**src/rtl/stacker_fsm_param.sv**
```systemverilog
// rtl/stacker_fsm_param.sv - parametrised stacker game controller; STACKER_WRAP_EN selects circular moves instead of bounce
module stacker_fsm_param #(
    parameter int COLS          = 8,
    parameter int ROWS          = 8,
    parameter int IDX_W         = 3,
    parameter int INIT_WIDTH    = 3,
    parameter int TICK_DIV_INIT = 4,
    parameter int DIV_W         = 4
) (
    input  logic             clk,
    input  logic             reset,
    input  logic             btn,
    input  logic             step_tick,
    output logic [COLS-1:0]  val,
    output logic [IDX_W-1:0] row_index,
    output logic             write_strobe,
    output logic             clr_array,
    output logic [2:0]       state,
    output logic [DIV_W-1:0] move_div
);

    localparam logic [2:0] S_INIT   = 3'b000;
    localparam logic [2:0] S_TRACE  = 3'b001;
    localparam logic [2:0] S_CHECK  = 3'b010;
    localparam logic [2:0] S_UPDATE = 3'b100;
    localparam logic [2:0] S_WIN    = 3'b101;
    localparam logic [2:0] S_LOSE   = 3'b111;

    localparam logic [COLS-1:0]  INIT_PAT = ~({COLS{1'b1}} >> INIT_WIDTH);
    localparam logic [DIV_W-1:0] DIV_INIT = DIV_W'(TICK_DIV_INIT);
    localparam logic [IDX_W-1:0] LAST_ROW = IDX_W'(ROWS - 1);
    localparam logic [DIV_W-1:0] DIV_ONE  = DIV_W'(1);

    logic [2:0]       r_state;
    logic [2:0]       w_next_state;
    logic [COLS-1:0]  r_val;
    logic [IDX_W-1:0] r_row_index;
    logic             r_write_strobe;
    logic [DIV_W-1:0] r_move_div;
    logic [DIV_W-1:0] r_tick_cnt;
    logic [COLS-1:0]  r_cur_row;
    logic [COLS-1:0]  r_prev_row;
    logic [COLS-1:0]  r_locked;
    logic [COLS-1:0]  r_lock_raw;
    logic             r_dir_msb;
    logic [COLS-1:0]  w_moved;
    logic             w_dir_next;
    logic [DIV_W:0]   w_tick_inc;
    logic [COLS-1:0]  w_lock_now;

    assign val          = r_val;
    assign row_index    = r_row_index;
    assign write_strobe = r_write_strobe;
    assign state        = r_state;
    assign move_div     = r_move_div;

    assign w_tick_inc = {1'b0, r_tick_cnt} + (DIV_W+1)'(1);
    assign w_lock_now = r_cur_row & r_prev_row;

    // Pattern after one move of the sweeping block, and the direction that follows it
    always_comb begin
        w_moved    = r_cur_row;
        w_dir_next = r_dir_msb;
`ifdef STACKER_WRAP_EN
        w_moved = {r_cur_row[0], r_cur_row[COLS-1:1]};
`else
        if (r_dir_msb) begin
            if (r_cur_row[COLS-1]) begin
                w_dir_next = 1'b0;
                if (!r_cur_row[0]) w_moved = r_cur_row >> 1;
            end else begin
                w_moved = r_cur_row << 1;
            end
        end else begin
            if (r_cur_row[0]) begin
                w_dir_next = 1'b1;
                if (!r_cur_row[COLS-1]) w_moved = r_cur_row << 1;
            end else begin
                w_moved = r_cur_row >> 1;
            end
        end
`endif
    end

    // State register
    always_ff @(posedge clk or posedge reset) begin
        if (reset) r_state <= S_INIT;
        else       r_state <= w_next_state;
    end

    // Next-state decision
    always_comb begin
        w_next_state = r_state;
        case (r_state)
            S_INIT:   w_next_state = S_TRACE;
            S_TRACE:  if (btn) w_next_state = S_CHECK;
            S_CHECK: begin
                if (r_locked == '0)               w_next_state = S_LOSE;
                else if (r_row_index == LAST_ROW) w_next_state = S_WIN;
                else                              w_next_state = S_UPDATE;
            end
            S_UPDATE: if (r_locked[COLS-1]) w_next_state = S_TRACE;
            S_WIN, S_LOSE: if (btn) w_next_state = S_INIT;
            default:  w_next_state = S_INIT;
        endcase
    end

    // Combinational outputs
    always_comb begin
        clr_array = (r_state == S_INIT);
    end

    // Game datapath: sweep, lock, alignment, speed-up and row writes
    always_ff @(posedge clk or posedge reset) begin
        if (reset) begin
            r_val          <= '0;
            r_row_index    <= '0;
            r_write_strobe <= 1'b0;
            r_move_div     <= DIV_INIT;
            r_tick_cnt     <= '0;
            r_cur_row      <= INIT_PAT;
            r_prev_row     <= '1;
            r_locked       <= '0;
            r_lock_raw     <= '0;
            r_dir_msb      <= 1'b0;
        end else begin
            r_write_strobe <= 1'b0;
            case (r_state)
                S_INIT: begin
                    r_row_index    <= '0;
                    r_move_div     <= DIV_INIT;
                    r_tick_cnt     <= '0;
                    r_cur_row      <= INIT_PAT;
                    r_prev_row     <= '1;
                    r_locked       <= '0;
                    r_lock_raw     <= '0;
                    r_dir_msb      <= 1'b0;
                    r_val          <= INIT_PAT;
                    r_write_strobe <= 1'b1;
                end
                S_TRACE: begin
                    if (btn) begin
                        r_locked       <= w_lock_now;
                        r_lock_raw     <= w_lock_now;
                        r_val          <= w_lock_now;
                        r_write_strobe <= 1'b1;
                        r_tick_cnt     <= '0;
                    end else if (step_tick) begin
                        if (w_tick_inc == {1'b0, r_move_div}) begin
                            r_tick_cnt     <= '0;
                            r_cur_row      <= w_moved;
                            r_dir_msb      <= w_dir_next;
                            r_val          <= w_moved;
                            r_write_strobe <= 1'b1;
                        end else begin
                            r_tick_cnt <= w_tick_inc[DIV_W-1:0];
                        end
                    end
                end
                S_CHECK: begin
                    if (r_locked != '0 && r_row_index != LAST_ROW) begin
                        r_row_index <= r_row_index + IDX_W'(1);
                        if (r_move_div > DIV_ONE) r_move_div <= r_move_div - DIV_ONE;
                        else                      r_move_div <= DIV_ONE;
                    end
                end
                S_UPDATE: begin
                    if (!r_locked[COLS-1]) begin
                        r_locked <= r_locked << 1;
                    end else begin
                        r_prev_row     <= r_lock_raw;
                        r_cur_row      <= r_locked;
                        r_dir_msb      <= 1'b0;
                        r_tick_cnt     <= '0;
                        r_val          <= r_locked;
                        r_write_strobe <= 1'b1;
                    end
                end
                default: ;
            endcase
        end
    end

endmodule

```
**config.mk**
```make
export PLATFORM = sky130hd
export DESIGN_NAME = stacker_fsm_param
export DESIGN_NICKNAME = d
export VERILOG_FILES = /design/src/rtl/stacker_fsm_param.sv
export SDC_FILE = /design/constraint.sdc
export NUM_CORES = 1
export LEC_CHECK = 0
export CAP_MARGIN = 15
export CORE_ASPECT_RATIO = 0.5
export CORE_MARGIN = 2
export CORE_UTILIZATION = 45
export CTS_BUF_LIST = sky130_fd_sc_hd__clkbuf_16
export CTS_CLUSTER_SIZE = 20
export DETAILED_ROUTE_END_ITERATION = 10
export PLACE_DENSITY = 0.65
export SLEW_MARGIN = 20
export SYNTH_ARGS = -nofsm -noshare
export SYNTH_HDL_FRONTEND = slang
export SYNTH_SLANG_ARGS = --single-unit
```
**constraint.sdc**
```tcl
create_clock -name clk -period 2.8 [get_ports clk]
set_input_delay 0.42 -clock clk [delete_from_list [all_inputs] [get_ports clk]]
set_output_delay 0.42 -clock clk [all_outputs]
set_load 0.005 [all_outputs]
```
# Yosys cells after proc, flatten, opt, wreduce, memory -nomap -nowiden
# Cells that the tools add are included.
# W data, S select, Z words.
# word_totals
register_bits	56
out_inout_bits	20
in_bits	4
# op_classes
order_cmp	1
bitwise_logic	1
eq_ne	18
n_mux	47
reduce_logical	18
n_addsub	3
# ops
cell	n
$mux W8	13
$pmux W8 S3	3
$pmux W8 S2	2
$mux W4	6
$ne A2 B2 Y1 const B	8
$pmux W3 S5	1
$eq A3 B3 Y1 const B	4
$mux W1	12
$mux W3	4
$pmux W4 S3	1
$ne A3 B3 Y1 const B	3
$reduce_and A3 Y1	3
$and A8 B8 Y8	1
$logic_not A8 Y1	1
$pmux W4 S2	1
$reduce_and A2 Y1	4
$reduce_bool A8 Y1	1
$pmux W1 S3	2
$pmux W3 S2	1
$reduce_bool A2 Y1	3
$add A4 B1 Y5 const B	1
$eq A5 B4 Y1	1
$reduce_and A5 Y1	1
$gt A4 B1 Y1 const B	1
10 further kinds	10

# Logic depth before layout (Yosys ltp)
# depth
ltp_word	7
ltp_mapped	8

# Least setup slack after synthesis
# No wires, ideal clock.
# synth_path
path_kind	reg-to-reg
startpoint	register r_tick_cnt[0]
endpoint	register r_cur_row[0]
setup_slack_ns	0.552
stages_incl_launch_ff	8
path_buffers	1
synth_period_minus_slack_ns	2.248
t_arrival_ns	2.123
cell_sequence	dfrtp_1 > ha_1 > xor2_1 > a311oi_2 > nand2_2 > o41a_1 > buf_6 > mux2_4
# synth_between
elab_chain_cells	4
# synth_lines
element	line_no	source
start, declared	40	logic [DIV_W-1:0] r_tick_cnt;
start signal, assigned	156	r_tick_cnt <= w_tick_inc[DIV_W-1:0];
$add A4 B1 Y5	57	assign w_tick_inc = {1'b0, r_tick_cnt} + (DIV_W+1)'(1);
$eq A5 B4 Y1	149	if (w_tick_inc == {1'b0, r_move_div}) begin
$ne A2 B2 Y1 (no source line)	n/a	
$reduce_and A5 Y1 (no source line)	n/a	
end signal, assigned	151	r_cur_row <= w_moved;
end signal, assigned	172	r_cur_row <= r_locked;
end, declared	41	logic [COLS-1:0] r_cur_row;
# Every way passes these cells.
# A chain may end at the register's enable or synchronous reset.

# Worst setup path in the final report
# layout_path
startpoint	register r_tick_cnt[0]
endpoint	register r_cur_row[1]
# Same word-level chain as after synthesis.

==> impl_metrics.yaml <==
status:
  status: "completed"
yosys:
  ys_seq_area_share_pct: 44.22
  synth_top_family_by_area: "compound AO/OA/AOI/OAI gates"
  synthSimpleGateAreaFrac_pct: 16.05
  synth_fp_nets: 361
  synthAdderAreaFrac_pct: 1.953
  synth_warnings: 0
  synthMuxAreaShare_pct: 7.344
  synthCells: 352
  async_flop_share_pct: 100.0
  synth_edf_count: 0
  ys_ff_latch: 56
  postSynthAreaPerCell_um2: 9.100
  synthFlopType: "dfrtp_1"
  synth_top_area_share_pct: 34.38
  yosysUniqueCellTypes: 53
  synth_compound_area_share_pct: 22.70
  netlist.top_cell.by_area: "dfrtp_1"
  synthXorXnorAreaFrac_pct: 1.875
  synthesis.area_um2: 3203
  synth_area_leaders: "dfrtp_1 34%, dfstp_2 9.8%, o21ai_0 5.6%"
sta:
  fmax_ghz: 0.3947
  relSlewSlack_pct: 52.03
  timing.hold.ws_ps: 510.9
  finalCritPeriodShare_pct: 90.48
  skew_ps: 7.755
  rsz0062_at_grt: "no"
  maxSlewViolCount: 0
  setup_tns_ps: 0
  hold_viol: 0
  tightest_slew_ps: 719.5
  setup_violations: 0
  period_needed_ps: 2533
clock_network:
  holdBufCountCts: 0
  cts_buffer_depth: 2
  cts-resized-gates: 0
  cts_buffers: 5
  clock-root-buffer: "clkbuf_16"
  cts_tree: "done"
  clk_pin_slew_ps: 70
  clock_latency_ps: 300
  cts_setup_buffers: 0
  cts.sinks: 56
  htreeDepth: 2
placement:
  dp_hpwl_um: 5581
  dp_cells: 458
  io_buffers: 23
  dpl_cell_area_um2: 3533
  gp_congestion: 0.9111
die:
  die_h_um: 63.66
  die-area_um2: 7850
  start_util_pct: 47.25
  io_pins: 24
  core_area_um2: 6779
  placementRows: 21
  die_x_um: 123.3
routing:
  met1_length_um: 3801
  wire_per_inst_um: 17.31
  top_layer: "met5"
  vias: 2814
  dr.pass1.iters: 5
  via_per_inst: 6.039
  ant_nets: 0
  routed-wl-met3_um: 507
  wl_met2_um: 3628
  drt_iter0_markers: 281
  post-route-drc-count: 0
  drt-total-wl_um: 8067
cells_and_area:
  fin_nets: 382
  fin_area_um2: 3701
  stdcell_count: 466
  layout_common_cells: "44 x dfrtp_1, 40 x nand2_1, 36 x o21ai_0"
  areaGrowthSynthToFinish_pct: 15.55
  antenna_cells: 0
  drive_gt1_share_pct: 16.84
  fill_cells: 607
  final_common_cell: "dfrtp_1"
global_route:
  grt_start_max_net_pins: 57
  gr-total-overflow: 0
  grt_first_pass_wirelength_um: 13330
  grt_pass1_vias: 2693
  antenna_found_initial: 1
  grtUsageTotal_pct: 21.94
setup_path:
  r2r_cells: 6
  worstSetupStartpointType: "flop"
  r2r_slack_ps: 270
  cp-end-kind: "flop"
  path_class: "reg2reg"
  crit_arrival_ps: 2720
  r2r-end: "r_cur_row[1]"
  worst-path-max-fanout: 9
  crit_required_ps: 2980
  reg2reg_from: "r_tick_cnt[0]"
power_and_ir_drop:
  p_leak_nw: 1.585
  power.total_mw: 4.471
  max-vdd-ir-drop_uv: 464.3
  p_per_area_nw_per_um2: 1208
min_path:
  min-delay-start: "val[5]"
  hold_path_class: "reg2reg"
  min_to: "val[5]"
  hold_depth: 1
flow_run:
  drv_cap: 0
==> cell usage after synthesis, types with 6 or more instances <==
| cell type | count |
|---|---|
| mux2_2 | 8 |
| mux2_4 | 7 |
| dfrtp_1 | 44 |
| dfstp_2 | 12 |
| o221ai_1 | 9 |
| nand2b_1 | 8 |
| a21oi_1 | 22 |
| inv_1 | 20 |
| nand2_1 | 40 |
| o22ai_1 | 6 |
| nor2_1 | 34 |
| nand4_1 | 8 |
| a31o_2 | 8 |
| nand3_1 | 7 |
| o21ai_0 | 36 |
| clkbuf_1 | 13 |
==> final cells by class <==
class	instances	area (um^2)	area share, %
Multi-Input combinational cell	254	1599	43.20
Clock buffer	5	125.1	3.381
Inverter	20	75.07	2.028
Clock inverter	3	42.54	1.149
Timing Repair Buffer	36	327.8	8.857
Tap cell	92	115.1	3.110
Sequential cell	56	1416	38.27
==> stage by stage <==
stage | setup slack, ps | utilization [%]
floorplan | 552.4 | -
global placement | 347.3 | 52.12
detailed placement | 272.6 | 52.12
CTS | 257.3 | 54.60
global route | 133.8 | 54.60
finish | 266.6 | 54.60
==> cell families (layout without fill, tap and decap cells) <==
| group | after synthesis | after routing |
|---|---|---|
| flip-flops | 56 | 56 |
| XOR/XNOR | 6 | 6 |
| buffers and inverters | 42 | 64 |
| AND/OR/NAND/NOR | 113 | 113 |
| AO/OA/AOI/OAI | 111 | 111 |
| multiplexers | 19 | 19 |
| adder cells (fa/ha/maj) | 5 | 5 |
==> report_power, final <==
| group | switching (mW) | internal, mW |
|---|---|---|
| Sequential | 0.412 | 1.15 |
| Combinational | 1.17 | 1.02 |
| Clock | 0.291 | 0.421 |
| Total | 1.88 | 2.59 |
==> worst max-delay path, cell delays in order, from the launching register on <==
cell and delay (ps):
dfrtp_1 440, ha_1 350, xor2_1 160, a311oi_2 330, nand2_2 110, o41a_1 640
mux2_4 380
==> per-layer routing <==
metal,vias to the layer above,GRT usage [%]
met2,89,32.55
li1,1311,-
met5,-,0
met1,1396,31.21
met3,16,5.254
met4,2,7.670
==> worst max-delay path by stage <==
stage | start | endpoint | slack [ps] | depth (start not counted)
4_1_cts | r_tick_cnt[0] | r_cur_row[1] | 260 | 6
5_1_grt | r_tick_cnt[0] | r_cur_row[1] | 130 | 6
3_3_place_gp | r_tick_cnt[0] | r_cur_row[1] | 350 | 6
3_5_place_dp | r_tick_cnt[0] | r_cur_row[1] | 270 | 6
6_report | r_tick_cnt[0] | r_cur_row[1] | 270 | 6
2_1_floorplan | r_tick_cnt[0] | r_cur_row[0] | 550 | 7
==> registers in the layout, indices dropped and copies added, names as in the netlist <==
signal        cells
r_locked          8
write_strobe      1
r_lock_raw        8
row_index         3
move_div          4
state             3
r_tick_cnt        4
r_prev_row        8
val               8
r_cur_row         8
r_dir_msb         1
(Power assumes the default switching activity.)
